## src/rtl/counter_arbiter.sv

```systemverilog
// counter_arbiter
//   Round-robin arbiter that hands a shared counter to one requester at a
//   time. The winner's terminal count is latched at grant. The counter then
//   runs from 0 up to that value, and the owner receives a one-cycle done
//   pulse. If the owner drops its request during the count, the window is
//   abandoned and no done pulse is issued.
//
// Ports
//   clk     in   clock, rising edge
//   rst     in   synchronous active-high reset
//   req     in   [NUM_REQ]        level requests
//   target  in   [NUM_REQ*CNT_W]  per-requester terminal count, packed
//   gnt     out  [NUM_REQ]        one-hot grant while counting
//   en_cnt  out  counter enable (COUNT state)
//   count   out  [CNT_W]          current count of the active window
//   done    out  [NUM_REQ]        one-cycle completion pulse to the owner
//   busy    out  high whenever not IDLE
module counter_arbiter #(
    parameter int NUM_REQ = 4,
    parameter int CNT_W   = 8
) (
    input  logic                     clk,
    input  logic                     rst,
    input  logic [NUM_REQ-1:0]       req,
    input  logic [NUM_REQ*CNT_W-1:0] target,
    output logic [NUM_REQ-1:0]       gnt,
    output logic                     en_cnt,
    output logic [CNT_W-1:0]         count,
    output logic [NUM_REQ-1:0]       done,
    output logic                     busy
);

    localparam int IDX_W = (NUM_REQ > 1) ? $clog2(NUM_REQ) : 1;

    typedef enum logic [1:0] {IDLE, COUNT, DONE} state_t;

    state_t           state, state_nxt;
    logic [IDX_W-1:0] ptr;
    logic [IDX_W-1:0] owner;
    logic [CNT_W-1:0] tgt;

    logic             found;
    logic [IDX_W-1:0] win;
    logic [IDX_W-1:0] owner_inc;
    logic             owner_req;
    logic             at_tgt;

    // Round-robin search: first set request at or after ptr, wrapping.
    always_comb begin
        logic [IDX_W:0] pos;
        found = 1'b0;
        win   = ptr;
        pos   = '0;
        for (int i = 0; i < NUM_REQ; i++) begin
            pos = {1'b0, ptr} + (IDX_W+1)'(i);
            if (pos >= (IDX_W+1)'(NUM_REQ))
                pos = pos - (IDX_W+1)'(NUM_REQ);
            if (!found && req[pos[IDX_W-1:0]]) begin
                found = 1'b1;
                win   = pos[IDX_W-1:0];
            end
        end
    end

    assign owner_inc = (owner == IDX_W'(NUM_REQ-1)) ? '0 : owner + 1'b1;
    assign owner_req = req[owner];
    assign at_tgt    = (count == tgt);

    // State register
    always_ff @(posedge clk) begin
        if (rst) state <= IDLE;
        else     state <= state_nxt;
    end

    // Next state: abort (owner released request) wins over terminal count.
    always_comb begin
        state_nxt = state;
        case (state)
            IDLE:    if (found) state_nxt = COUNT;
            COUNT: begin
                if (!owner_req)  state_nxt = IDLE;
                else if (at_tgt) state_nxt = DONE;
            end
            DONE:    state_nxt = IDLE;
            default: state_nxt = IDLE;
        endcase
    end

    // Outputs decoded from state and the latched owner
    always_comb begin
        gnt    = '0;
        done   = '0;
        en_cnt = 1'b0;
        busy   = (state != IDLE);
        case (state)
            COUNT: begin
                gnt[owner] = 1'b1;
                en_cnt     = 1'b1;
            end
            DONE:    done[owner] = 1'b1;
            default: ;
        endcase
    end

    // Datapath: owner/target latch at grant, count, round-robin pointer.
    // count is left untouched outside COUNT so the last value stays visible.
    always_ff @(posedge clk) begin
        if (rst) begin
            ptr   <= '0;
            owner <= '0;
            tgt   <= '0;
            count <= '0;
        end else begin
            case (state)
                IDLE: begin
                    if (found) begin
                        owner <= win;
                        tgt   <= target[win*CNT_W +: CNT_W];
                        count <= '0;
                    end
                end
                COUNT: begin
                    if (!owner_req)
                        ptr <= owner_inc;
                    else if (!at_tgt)
                        count <= count + 1'b1;
                end
                DONE:    ptr <= owner_inc;
                default: ;
            endcase
        end
    end

endmodule

```

## config.mk

```make
export PLATFORM = sky130hd
export DESIGN_NAME = counter_arbiter
export DESIGN_NICKNAME = d
export VERILOG_FILES = /design/src/rtl/counter_arbiter.sv
export SDC_FILE = /design/constraint.sdc
export NUM_CORES = 1
export LEC_CHECK = 0
export ABC_CLOCK_PERIOD_IN_PS = 1950
export CAP_MARGIN = 30
export CORE_MARGIN = 5
export CORE_UTILIZATION = 41
export DETAILED_ROUTE_END_ITERATION = 10
export PLACE_DENSITY = 0.85
export SETUP_SLACK_MARGIN = 0.5
export SLEW_MARGIN = 15
export SYNTH_ARGS = -nofsm -noshare
export SYNTH_HDL_FRONTEND = slang
export SYNTH_SLANG_ARGS = --single-unit
```

## constraint.sdc

```tcl
create_clock -name clk -period 1.95 [get_ports clk]
set_input_delay 0.2925 -clock clk [delete_from_list [all_inputs] [get_ports clk]]
set_output_delay 0.2925 -clock clk [all_outputs]
set_load 0.01 [all_outputs]
```

==> qor.yml, run 1 <==
floorplanning:
  die_w_um: 73.2
  start_util: 0.416
  die_height_um: 73.2
  pin_count: 56
  die_area_um2: 5360
  rows: 23
  core-area_um2: 3940
setup_path:
  r2r-start: "ptr[1]"
  end_kind: "flop"
  path_max_fanout: 5
  cp.required_ns: 2.12
  rrSetupSlack_ns: 0.14
  start_kind: "flop"
  startpoint: "ptr[1]"
  cp.arrival_ns: 1.99
  path_class: "reg -> reg"
pwr:
  p_int_mw: 1.63
  clkPwrFrac: 0.172
  p_seq_frac: 0.246
  p_total_mw: 2.60
  power_leakage_nw: 1.21
  p_sw_frac: 0.373
  ir_worst_vdd_v: 0.000364
  power_density_nw_per_um2: 869
  p_comb_frac: 0.582
  p_sw_mw: 0.971
sta:
  tightest_slew_ns: 0.416
  rsz0062_at_grt: "true"
  setup_slack_ns: 0.137
  setup_viol: 0
  hold_violations: 0
  fin_crit_ns: 1.81
  fin_crit_sh: 0.930
  slew_violations: 0
  fin_skew_ns: 0.00525
  slew_headroom: 0.720
  max_clock_freq_ghz: 0.552
  whs_ns: 0.492
yosys:
  synthArstFlopShare: 0
  ys_ff_latch: 22
  avgSynthCellArea_um2: 8.72
  synth_edf_count: 0
  synth-main-ff-cell: "dfxtp_1"
  syn-num-nets: 234
  synth_cell_type_count: 44
  netlist_area_um2: 1640
  synth_seq_area_share: 0.269
  synth_cells: 188
  yosysWarnings: 0
cts:
  clk_pin_slew_ns: 0.09
  cts.sinks: 22
  cts_made_buffers: 3
  clock_latency_ns: 0.28
  ctsHoldBuffers: 0
  cts_buffer_depth: 2
  htree_levels: 1
  cts_tree: "built"
  cts_root_buffer: "clkbuf_8"
routing:
  drc: 0
  wire_per_inst_um: 18.9
  drt_iter0_markers: 141
  drtAntennaViolNets: 0
  drt-total-wl_um: 6280
  dr.pass1.iters: 4
  routed_via_density: 5.84
  num_vias: 1944
placement:
  detailed_place_hpwl_um: 3540
  place_congestion: 0.863
  place_ws_ns: -0.366
  place_area_um2: 2430
  numPortBuffers: 55
cells_and_area:
  drive_above_1_share: 0.459
  final_area_um2: 3000
  layout.nets: 330
  area_growth_pct: 82.7
  nFillCells: 248
  finish.utilization: 0.760
  antenna_cells: 0
job:
  drv_cap: 0
grt:
  track_usage: 0.197
  grt.met1_usage: 0.227
  grt.met3_usage: 0.0358
  antenna_found_initial: 0
  grt_pass1_vias: 1788
  grt_busiest_layer: "met2"
  met2_usage: 0.356
  grt_max_degree: 17
  grt_pass1_wl_um: 8360
  overflow: 0
min_path:
  hp-start: "ptr[0]"
  min_path_type: "reg -> reg"
outcome:
  outcome: "finished, final reports clean"
[per-layer routing]
layer	vias to the layer above	routed length (µm)
met5	-	0
met3	23	386
met4	0	223
met2	93	3300
met1	931	2370
li1	897	-
[final timing paths]
path             to  cells after the start
max reg2reg  tgt[5]                      6
max          tgt[5]                      6
min          ptr[0]                      2
min reg2reg  ptr[0]                      2
[logic make-up after synthesis]
group | share of synthesized area
buf+inv | 0.0397
flops | 0.269
fa+ha+maj | 0.0611
compound gates | 0.288
xor+xnor | 0.0427
simple gates | 0.218
mux | 0.0824
[critical path, stage by stage (launching register included)]
cell and delay [ns]:
dfxtp_4 0.37, and3b_2 0.23, a2111oi_4 0.23, buf_4 0.21
nor2_4 0.06, mux2_4 0.30, a221o_1 0.30
[cells in the final DEF (no fill, tap or decap), types with 7 or more instances in the layout]
| master | instances |
|---|---|
| mux2_2 | 8 |
| nor3b_1 | 8 |
| buf_4 | 28 |
| nand2_1 | 11 |
| clkdlybuf4s50_1 | 33 |
| dfxtp_4 | 9 |
| dlygate4sd2_1 | 11 |
| and2_4 | 7 |
| dfxtp_2 | 7 |
| ha_4 | 7 |
| a221o_1 | 8 |
| buf_6 | 24 |
| o21a_1 | 17 |
[final cells by class]
cell class / instances / area, µm² / area share
multi-input cells: 152 / 1410 / 0.472
repair buffers: 99 / 933 / 0.312
flip-flops and latches: 22 / 483 / 0.161
well taps: 50 / 62.6 / 0.0209
clock buffers: 3 / 41.3 / 0.0138
inverters: 6 / 32.5 / 0.0109
clock inverters: 1 / 30.0 / 0.0100
[per-stage QoR]
step | std cells | setup TNS (ns)
after floorplan | 188 | 0
after global placement | 306 | -4.02
after detailed placement | 306 | -4.66
after CTS | 326 | 0
after global routing | 333 | 0
final | 333 | 0
[synth_stat cells, types with 5 or more instances]
library cell,instances,area share
dfxtp_1,22,0.27
o21a_1,17,0.078
nand2_1,12,0.027
and2_1,9,0.034
a221o_1,8,0.049
ha_1,8,0.061
mux2_2,8,0.055
nor3b_1,8,0.037
xor2_1,8,0.043
a21oi_1,7,0.021
nor2_1,7,0.016
inv_1,6,0.014
nand3_1,6,0.018
o21ai_0,5,0.015
[repair_timing]
item / CTS / global route
setup endpoints to repair: 40 / 31
gates cloned: 1 / 0
buffers inserted: 15 / 7
pin swaps: 23 / 24
resized for setup: 103 / 49
[registers in the layout, indices dropped and copies added, names as in the netlist]
| register | count |
|---|---|
| state | 2 |
| owner | 2 |
| ptr | 2 |
| count | 8 |
| tgt | 8 |
[power by group through the flow]
stage / sequential, mW / combinational, mW / clock [mW]
after floorplan: 0.617 / 0.636 / 0
after global placement: 0.635 / 0.989 / 0
after detailed placement: 0.635 / 1.02 / 0
after CTS: 0.625 / 1.26 / 0.427
after global routing: 0.651 / 1.63 / 0.472
final: 0.640 / 1.52 / 0.448
Power figures use the tool's default switching activity.
==> run 2: changes to the inputs <==
--- a/config.mk
+++ b/config.mk
@@ -10,6 +10,7 @@
 export CORE_MARGIN = 5
 export CORE_UTILIZATION = 41
 export DETAILED_ROUTE_END_ITERATION = 10
+export GPL_TIMING_DRIVEN = 0
 export PLACE_DENSITY = 0.85
 export SETUP_SLACK_MARGIN = 0.5
 export SLEW_MARGIN = 15
==> qor.yml, run 2 (synthesis gave the netlist of run 1 again) <==
routing:
  drtAntennaViolNets: 0  # unchanged
  wire_per_inst_um: 18.3  # was 18.9 µm
  routed_via_density: 5.80  # was 5.84
  dr_wl_met2_um: 3030  # was 3300 µm
  drc: 0  # unchanged
  routed.top_layer: "met4"  # unchanged
  wl_met3_um: 366  # was 386 µm
  met1_length_um: 2410  # was 2370 µm
  drt_iter0_markers: 99  # was 141
  drt-total-wl_um: 6010  # was 6280 µm
  num_vias: 1908  # was 1,944
  dr.pass1.iters: 4  # unchanged
setup_path:
  path_class: "reg -> reg"  # unchanged
  critPathTopFamily: "compound AO/OA/AOI/OAI gates"  # unchanged
  critPathBufInv: 2  # was 1
  max_stage_delay_ns: 0.35  # was 0.37 ns
  start_kind: "flop"  # unchanged
  cp.required_ns: 2.11  # was 2.12 ns
  cp.arrival_ns: 2.06  # was 1.99 ns
  slowest_stage: "dfxtp_2"  # was dfxtp_4
  path_max_fanout: 6  # was 5
  end_kind: "flop"  # unchanged
  cp_cell_sequence: "inv_4, ha_4, nand2b_1, o22a_2, buf_4, a21oi_4, a41oi_1, a311oi_1"  # was and3b_2, a2111oi_4, buf_4, nor2_4, mux2_4, a221o_1
outcome:
  outcome: "finished, final reports clean"  # unchanged
cells_and_area:
  layout.nets: 326  # was 330
  final_cell_mix: "clkdlybuf4s50_1 (34), buf_4 (24), o21a_1 (17)"  # was clkdlybuf4s50_1 (33), buf_4 (28), buf_6 (24)
  drive_above_1_share: 0.405  # was 0.459
  mostFrequentLayoutCell: "clkdlybuf4s50_1"  # unchanged
  regArea_um2: 475  # was 483 µm²
  multi_input_area_um2: 1360  # was 1410 µm²
  instances_no_fill: 329  # was 333
  reg_top3: "count x8, tgt x8"  # unchanged
  antenna_cells: 0  # unchanged
  nFillCells: 241  # was 248
  area_growth_pct: 77.1  # was 82.7%
floorplanning:
  pin_count: 56  # unchanged
  rows: 23  # unchanged
  die_height_um: 73.2  # unchanged
  core-area_um2: 3940  # unchanged
  die_area_um2: 5360  # unchanged
  start_util: 0.416  # unchanged
  die_w_um: 73.2  # unchanged
cts:
  ctsHoldBuffers: 0  # unchanged
  cts.sinks: 22  # unchanged
  cts_made_buffers: 3  # unchanged
  cts_root_buffer: "clkbuf_8"  # unchanged
  clock_latency_ns: 0.28  # about the same
  clk_pin_slew_ns: 0.09  # about the same
  cts_buffer_depth: 2  # unchanged
  cts_tree: "built"  # unchanged
  htree_levels: 1  # unchanged
sta:
  tightest_slew_ns: 0.574  # was 0.416 ns
  fin_crit_ns: 1.89  # was 1.81 ns
  slew_headroom: 0.617  # was 0.720
  max_clock_freq_ghz: 0.529  # was 0.552 GHz
  fin_crit_sh: 0.970  # was 0.930
  hold_violations: 0  # unchanged
  setup_viol: 0  # unchanged
  setup_slack_ns: 0.0589  # was 0.137 ns
  fin_skew_ns: 0.00378  # was 0.00525 ns
  rsz0062_at_grt: "true"  # unchanged
  slew_violations: 0  # unchanged
placement:
  placed_cells: 292  # was 306
  numPortBuffers: 54  # was 55
  detailed_place_hpwl_um: 3280  # was 3540 µm
  place_ws_ns: -0.602  # was -0.366 ns
  place_congestion: 0.926  # was 0.863
grt:
  overflow: 0  # unchanged
  grt_pass1_vias: 1804  # was 1,788
  grt_pass1_wl_um: 8430  # was 8360 µm
  antenna_found_initial: 0  # unchanged
  track_usage: 0.200  # was 0.197
  grt_max_degree: 14  # was 17
job:
  drv_cap: 0  # unchanged
pwr:
  power_density_nw_per_um2: 872  # was 869 nW/µm²
  ir_worst_vdd_v: 0.000425  # was 0.000364 V
  power_leakage_nw: 1.20  # was 1.21 nW
min_path:
  min_path_type: "reg -> reg"  # unchanged
## run 2: cell types whose count changed in the layout (fill, tap and decap cells not counted), moves of 3 or more
cell | before | now
buf_2 | 1 | 4
buf_4 | 28 | 24
buf_6 | 24 | 16
dfxtp_1 | 6 | 10
dfxtp_2 | 7 | 4
dlygate4sd2_1 | 11 | 6
o21ai_0 | 0 | 3
## run 2: final timing paths
| check | startpoint | depth (start not counted) | slack (ns) | end |
|---|---|---|---|---|
| min | ptr[0] | 2 | 0.48 | ptr[0] |
| min reg2reg | ptr[0] | 2 | 0.48 | ptr[0] |
| max | state[1] | 8 | 0.06 | count[3] |
| max reg2reg | state[1] | 8 | 0.06 | count[3] |
## run 2: layer usage
layer / global-route usage / vias up
met5: 0 / -
met1: 0.231 / 902
li1: - / 896
met2: 0.351 / 95
met4: 0.113 / 0
met3: 0.0275 / 15
## run 2: layout make-up
| class | count | share of cell area |
|---|---|---|
| Buffer | 9 | 0.0284 |
| Clock buffer | 3 | 0.0142 |
| Clock inverter | 1 | 0.0103 |
| Inverter | 6 | 0.0112 |
| Multi-Input combinational cell | 152 | 0.470 |
| Sequential cell | 22 | 0.164 |
| Tap cell | 50 | 0.0216 |
| Timing Repair Buffer | 86 | 0.281 |
## run 2: power by group
part | internal, mW | switching, mW
registers | 0.547 | 0.0983
logic | 0.762 | 0.675
clock network | 0.275 | 0.172
total | 1.58 | 0.946
## run 2: worst reg2reg max path, cell delays in order (launching register included)
cell,delay [ns]
dfxtp_2,0.35
inv_4,0.07
ha_4,0.16
nand2b_1,0.07
o22a_2,0.22
buf_4,0.17
a21oi_4,0.27
a41oi_1,0.17
a311oi_1,0.30
## run 2: repair_timing
action,4_1_cts,5_1_grt
hold endpoints to repair,0,0
cloned,1,0
buffers inserted,22,10
pin swaps,23,12
setup endpoints to repair,37,34
resized for setup,108,25
## run 2: metrics by stage
step	util	power (mW)	setup TNS (ns)	cell area (µm²)	hold slack [ns]
finish	0.736	2.53	0	2900	0.484
global route	0.736	2.64	-0.0663	2900	0.502
CTS	0.695	2.30	0	2740	0.493
detailed placement	0.588	1.54	-6.69	2320	0.481
global placement	0.588	1.52	-6.37	2320	0.469
floorplan	-	1.25	0	1720	0.357
